--- config.mk ---
export PLATFORM = sky130hd
export DESIGN_NAME = multi_req_detect_sched
export DESIGN_NICKNAME = d
export VERILOG_FILES = /design/src/rtl/multi_req_detect_sched.sv
export SDC_FILE = /design/constraint.sdc
export NUM_CORES = 1
export LEC_CHECK = 0
export BUFFER_PORTS_ARGS = -buffer_cell sky130_fd_sc_hd__buf_2
export CORE_ASPECT_RATIO = 0.6
export CORE_UTILIZATION = 60
export CTS_BUF_LIST = sky130_fd_sc_hd__clkbuf_2
export DETAILED_ROUTE_END_ITERATION = 8
export MAX_ROUTING_LAYER = met4
export PLACE_DENSITY = 0.95
export SLEW_MARGIN = 30
export SYNTH_ARGS = -nofsm -noshare
export SYNTH_HDL_FRONTEND = slang
export SYNTH_SLANG_ARGS = --single-unit
--- constraint.sdc ---
create_clock -name clk -period 3.75 [get_ports clk]
set_clock_uncertainty 0.05 [all_clocks]
set_input_delay 0.5625 -clock clk [delete_from_list [all_inputs] [get_ports clk]]
set_output_delay 0.5625 -clock clk [all_outputs]
set_load 0.03 [all_outputs]
--- src/rtl/multi_req_detect_sched.sv ---
// Round-robin scheduler that serialises one of four requesters' frames LSB-first
// into a shared external Mealy "101" detector and counts its hits per frame.
module multi_req_detect_sched #(
  parameter int FRAME_W = 8,
  parameter int CNT_W   = 4
) (
  input  logic                   clk,
  input  logic                   reset,
  input  logic [3:0]             req,
  input  logic [4*FRAME_W-1:0]   frame_data,
  output logic [3:0]             gnt,
  output logic [3:0]             done,
  output logic [CNT_W-1:0]       match_cnt,
  output logic                   busy,
  output logic                   det_x,
  input  logic                   det_y
);

  localparam int SC_W = $clog2(FRAME_W);
  localparam logic [SC_W-1:0] SHIFT_LAST = SC_W'(FRAME_W - 1);

  typedef enum logic [1:0] {IDLE, FLUSH, SHIFT, DONE} state_t;

  state_t             state;
  logic [FRAME_W-1:0] sreg;
  logic [CNT_W-1:0]   cnt;
  logic [CNT_W-1:0]   cnt_nxt;
  logic [SC_W-1:0]    bit_idx;
  logic               flush_idx;
  logic [1:0]         last_gnt;
  logic [1:0]         win_idx;
  logic               win_vld;

  function automatic logic [CNT_W-1:0] sat_inc(input logic [CNT_W-1:0] v, input logic hit);
    if (hit && (v != {CNT_W{1'b1}}))
      return v + 1'b1;
    return v;
  endfunction

  // Search starts just above the last winner and wraps modulo 4.
  always_comb begin
    win_vld = 1'b0;
    win_idx = last_gnt;
    for (int i = 1; i <= 4; i++) begin
      if (!win_vld && req[2'(last_gnt + 2'(i))]) begin
        win_vld = 1'b1;
        win_idx = 2'(last_gnt + 2'(i));
      end
    end
  end

  assign cnt_nxt = sat_inc(cnt, det_y);

  always_ff @(posedge clk or posedge reset) begin
    if (reset) begin
      state     <= IDLE;
      gnt       <= '0;
      done      <= '0;
      busy      <= 1'b0;
      det_x     <= 1'b0;
      match_cnt <= '0;
      cnt       <= '0;
      sreg      <= '0;
      bit_idx   <= '0;
      flush_idx <= 1'b0;
      last_gnt  <= 2'd3;
    end else begin
      done <= '0;
      case (state)
        IDLE: begin
          if (win_vld) begin
            gnt       <= 4'b0001 << win_idx;
            last_gnt  <= win_idx;
            sreg      <= frame_data[win_idx*FRAME_W +: FRAME_W];
            cnt       <= '0;
            flush_idx <= 1'b0;
            busy      <= 1'b1;
            state     <= FLUSH;
          end
        end
        // Two zeros drive the detector back to its start state whatever it held.
        FLUSH: begin
          flush_idx <= 1'b1;
          if (flush_idx) begin
            bit_idx <= '0;
            det_x   <= sreg[0];
            state   <= SHIFT;
          end
        end
        // det_x always mirrors sreg[0]; det_y answers for the bit on the wire now.
        SHIFT: begin
          sreg    <= sreg >> 1;
          cnt     <= cnt_nxt;
          bit_idx <= bit_idx + 1'b1;
          if (bit_idx == SHIFT_LAST) begin
            det_x     <= 1'b0;
            done      <= gnt;
            match_cnt <= cnt_nxt;
            state     <= DONE;
          end else begin
            det_x <= sreg[1];
          end
        end
        DONE: begin
          gnt   <= '0;
          busy  <= 1'b0;
          state <= IDLE;
        end
        default: state <= IDLE;
      endcase
    end
  end

endmodule

* Word level (Yosys, flattened, before mapping)
Index checks and enable logic that the tools add are counted.
** Operators by class
- Magnitude comparators :: 4
- Shift operators :: 2
- Reductions and logical operators :: 19
- Equal/unequal tests :: 8
- $add $sub $neg :: 5
- Mux-type cells :: 40
** Operator list (count)
- $shiftx 32x6->8 :: 1
- $mux 4 :: 6
- $pmux 4 s2 :: 2
- $pmux 8 s2 :: 1
- $mux 2 :: 7
- $mux 1 :: 13
- $lt 2x3->1 const B :: 4
- $reduce_and 2->1 :: 6
- $bmux 1 s2 :: 4
- $mux 8 :: 1
- $pmux 2 s4 :: 1
- $reduce_bool 2->1 :: 4
- $ne 2x2->1 const B :: 3
- $pmux 1 s2 :: 3
- $pmux 3 s2 :: 1
- $add 2x2->2 const B :: 2
- $add 4x1->4 const B :: 1
- $eq 2x2->1 const B :: 2
- $logic_and 1x1->1 :: 4
- $ne 4x4->1 const B :: 1
- $shl 1x2->4 const A :: 1
- $add 3x1->3 const B :: 1
- $eq 3x3->1 const B :: 1
- $logic_not 1->1 :: 3
- other kinds (5) :: 5
** Storage, ports and cells
- Output and inout port bits :: 14
- Input port bits :: 39
- Register bits :: 34
- Logic and storage cells :: 89

* Depth between registers and ports, before layout
- Word-level depth :: 16
- Depth in mapped cells :: 8
- Depth with buffers taken out :: 7

* Worst setup path before layout
Ideal clock, no wire load.
- Kind :: reg2reg
- Start :: reg state[0]
- End :: reg sreg[0]
- Arrival :: 1.808 ns
- Required time :: 3.566 ns
- Slack :: 1.758 ns
- Cell stages (with the launch flop) :: 9
- Library setup time :: 0.134 ns
- Path buffers :: 1
- Cell sequence :: dfrtp_1 inv_1 ha_1 clkbuf_1 nor2_1 a21oi_1 nand4_1 a221oi_1 a211oi_2
** Between the ends
- Cells in the longest elaborated chain, start to end :: 3
** RTL lines
- start: declaration :: line 24 : state_t state;
- start signal: assignment :: line 56 : state <= IDLE;
- start signal: assignment :: line 78 : state <= FLUSH;
- start signal: assignment :: line 87 : state <= SHIFT;
- $eq 2x2->1 / $logic_not 2->1 (equally long branches) :: line 69 : case (state)
- $reduce_bool 2->1 (no line) / $ne 2x2->1 (equally long branches)
- $reduce_and 2->1 (no line)
- end signal: assignment :: line 74 : sreg <= frame_data[win_idx*FRAME_W +: FRAME_W];
- end signal: assignment :: line 92 : sreg <= sreg >> 1;
- end: declaration :: line 25 : logic [FRAME_W-1:0] sreg;
Several ways; a longest one is shown, not always the timed one.
A chain may end at the register's enable or synchronous reset.

* Final worst setup path
Same ends and word-level chain as after synthesis.

==> impl_metrics.yaml <==
placement:
  portBuffers: 52
  gp_congestion: 0.888
  hpwl_um: 3800
  dp_cells: 316
clocking:
  cts_setup_buffers: 0
  worst_skew_pair.late_latency_ps: 390
  clock_sinks: 34
  cts-resized-gates: 0
  cts_tree: "built"
  path_clk_slew_ps: 170
  hold_buffers: 0
  cts_htree_levels: 2
  cts_made_buffers: 5
  cts-root-buf: "clkbuf_2"
  clk_path_buf_depth: 2
floorplan:
  fp.dieH_um: 48.5
  coreArea_sq_mm: 0.00334
  io_pins: 53
  row_count: 16
  start_util_pct: 64.6
  die_x_um: 79.5
  dieArea_sq_mm: 0.00385
timing:
  whs_ps: 136
  slew_headroom_pct: 51.3
  tightest_slew_ps: 731
  maxSlewViolCount: 0
  fin_crit_sh_pct: 64.0
  timing.setup.tns_ps: 0
  rsz0062_at_grt: "no"
  setup_violations: 0
  period_needed_ps: 2400
  hold_viol: 0
  max_freq_ghz: 0.417
grt:
  grt_pass1_wl_um: 8380
  grt_pass1_vias: 1787
  grt_max_degree: 29
  track_usage_pct: 29.3
  antenna_found_initial: 0
  gr-total-overflow: 0
layout:
  fin_nets: 325
  final_core_util_pct: 73.3
  drive_gt1_share_pct: 27.6
  syn2layout_area_growth_pct: 13.4
  antenna_cells: 0
  nFillCells: 256
  final-instance-count-excl-fill: 324
routing:
  vias: 2007
  viasPerCell: 6.19
  drtIter0Drc: 168
  wirelength_um: 5090
  first_pass_iters: 5
  drtAntennaViolNets: 0
  wire_per_inst_um: 15.7
  drcViolationCount: 0
power_and_ir_drop:
  irDropWorstVdd_uv: 521
  power_frac_clock_pct: 8.6
  net-switching-power_uw: 963
  p_comb_share_pct: 59.2
  p_int_uw: 998
  power_mw: 1.96
  p_leak_nw: 1.20
  cellPowerDensity_mw_per_mm2: 800
  p_sw_share_pct: 49.1
  pwr-share-seq_pct: 32.2
setup_path:
  path_buf_inv: 1
  r2r_end: "sreg[0]"
  critPathTopFamily: "compound AO/OA/AOI/OAI gates"
  crit_required_ps: 3980
  cp_slowest_stage_delay_ps: 550
  path_max_fanout: 14
  crit_type: "reg -> reg"
  cp.arrival_ps: 2630
  rr_worst_depth: 7
  reg2reg_from: "state[0]"
  r2r_slack_ps: 1350
  cp-end-kind: "flop"
  crit_slowest_cell: "a21oi_1"
  startpoint_type: "flop"
  crit_chain: "inv_1 > ha_1 > nor2_1 > a21oi_1 > nand4_1 > a221oi_1 > a211oi_2"
synth:
  synthDistinctLibCells: 54
  yosysSeqAreaShare_pct: 39.5
  yosysMostFrequentCell: "nand2_1"
  synth_top_area_cell: "dfrtp_1"
  synthFlopType: "dfrtp_1"
  syn_inst: 231
  synth_seq_cells: 34
  synth_fp_nets: 278
  synthTopCellsByCount: "nand2_1 (33), dfrtp_1 (32), nor2_1 (16), nor4_1 (15)"
  synth-edff-count: 0
  async_reset_ff_share_pct: 100
  synth.cell_area_sq_mm: 0.00216
  yosys-top-cells-area: "dfrtp_1 (37%), nand2_1 (5.7%), mux2i_1 (5.6%), ha_1 (4.6%), nor4_1 (4.3%)"
  avgSynthCellArea_sq_um: 9.35
  synth_top_cell_area_share_pct: 37.1
  ys_warn_count: 0
run:
  cap_viol_max_count: 0
run_status:
  status: "complete, no violations"
min_path:
  hp-class: "in -> async"
## area by class of cell
cell class	count	area, sq um	share of cell area (%)
Clock inverter	2	8.76	0.357
Clock buffer	6	30.0	1.23
Tap cell	45	56.3	2.30
Sequential cell	34	853	34.8
Multi-Input combinational cell	178	1210	49.3
Timing Repair Buffer	54	275	11.2
Inverter	5	20.0	0.817
## cells in the final DEF (no fill, tap or decap), drive strengths merged, types with 2 or more instances in the layout
cell type and n:
and3b 2, a32o 4, and3 4, o21ai 20, ha 8, dfrtp 32, nor2 17, o31ai 2
a311oi 6, inv 4, a32oi 2, nand2b 4, nor3 4, mux2i 12, clkinv 2, nand3 3
nand4 2, a22o 3, nor2b 2, nor4 16, dfstp 2, or3 2, a21oi 7, buf 54
xnor2 3, clkbuf 6, and2 3, nand2 34, o311a 7
## metal layers
layer	share of wire, %	GRT usage, %	up-vias
met5	0	-	-
met4	0.92	6.36	0
met3	11	7.92	10
met2	43	40.3	116
met1	45	43.0	920
li1	-	-	961
## worst reg2reg max path: cells and delay by family, from the launching register on
family	cells	cell delay [ps]
fa+ha+maj	1	490
simple gates	2	290
compound gates	3	910
buf+inv	1	120
flops	1	450
## logic make-up after synthesis
kind of cell | synth area share [%]
AOI/OAI and AO/OA | 20.8
xor gates and xnor gates | 1.22
adders and majority gates | 4.63
buffers and inverters | 4.63
DFF | 39.5
muxes | 6.08
and+or+nand+nor | 23.2
## per-stage QoR
step | setup WS [ps] | instance area (sq um)
3_5_place_dp | 1310 | 2410
6_report | 1350 | 2450
5_1_grt | 1150 | 2450
2_1_floorplan | 1760 | 2160
4_1_cts | 1400 | 2450
3_3_place_gp | 1370 | 2410
## power by group through the flow
stage | Combinational, mW | Sequential (mW) | Clock (mW)
finish | 1.16 | 0.631 | 0.168
detailed placement | 1.14 | 0.636 | 0
CTS | 1.14 | 0.629 | 0.169
floorplan | 0.858 | 0.682 | 0
global route | 1.27 | 0.652 | 0.183
global placement | 1.10 | 0.633 | 0
## worst max-delay path by stage
stage                        start       to  slack, ps  cells after the start
after detailed placement    req[0]  sreg[3]       1310                      5
after global placement      req[0]  sreg[4]       1370                      5
after CTS                 state[0]  sreg[0]       1400                      7
after floorplan           state[0]  sreg[0]       1760                      8
after global routing      state[0]  sreg[0]       1150                      7
final                     state[0]  sreg[0]       1350                      7
## flip-flops by register name, indices dropped and copies added, names as in the netlist
signal	cells
bit_idx	3
busy	1
cnt	4
det_x	1
done	4
flush_idx	1
gnt	4
last_gnt	2
match_cnt	4
sreg	8
state	2
No activity file was read; power rests on OpenSTA's default activity.
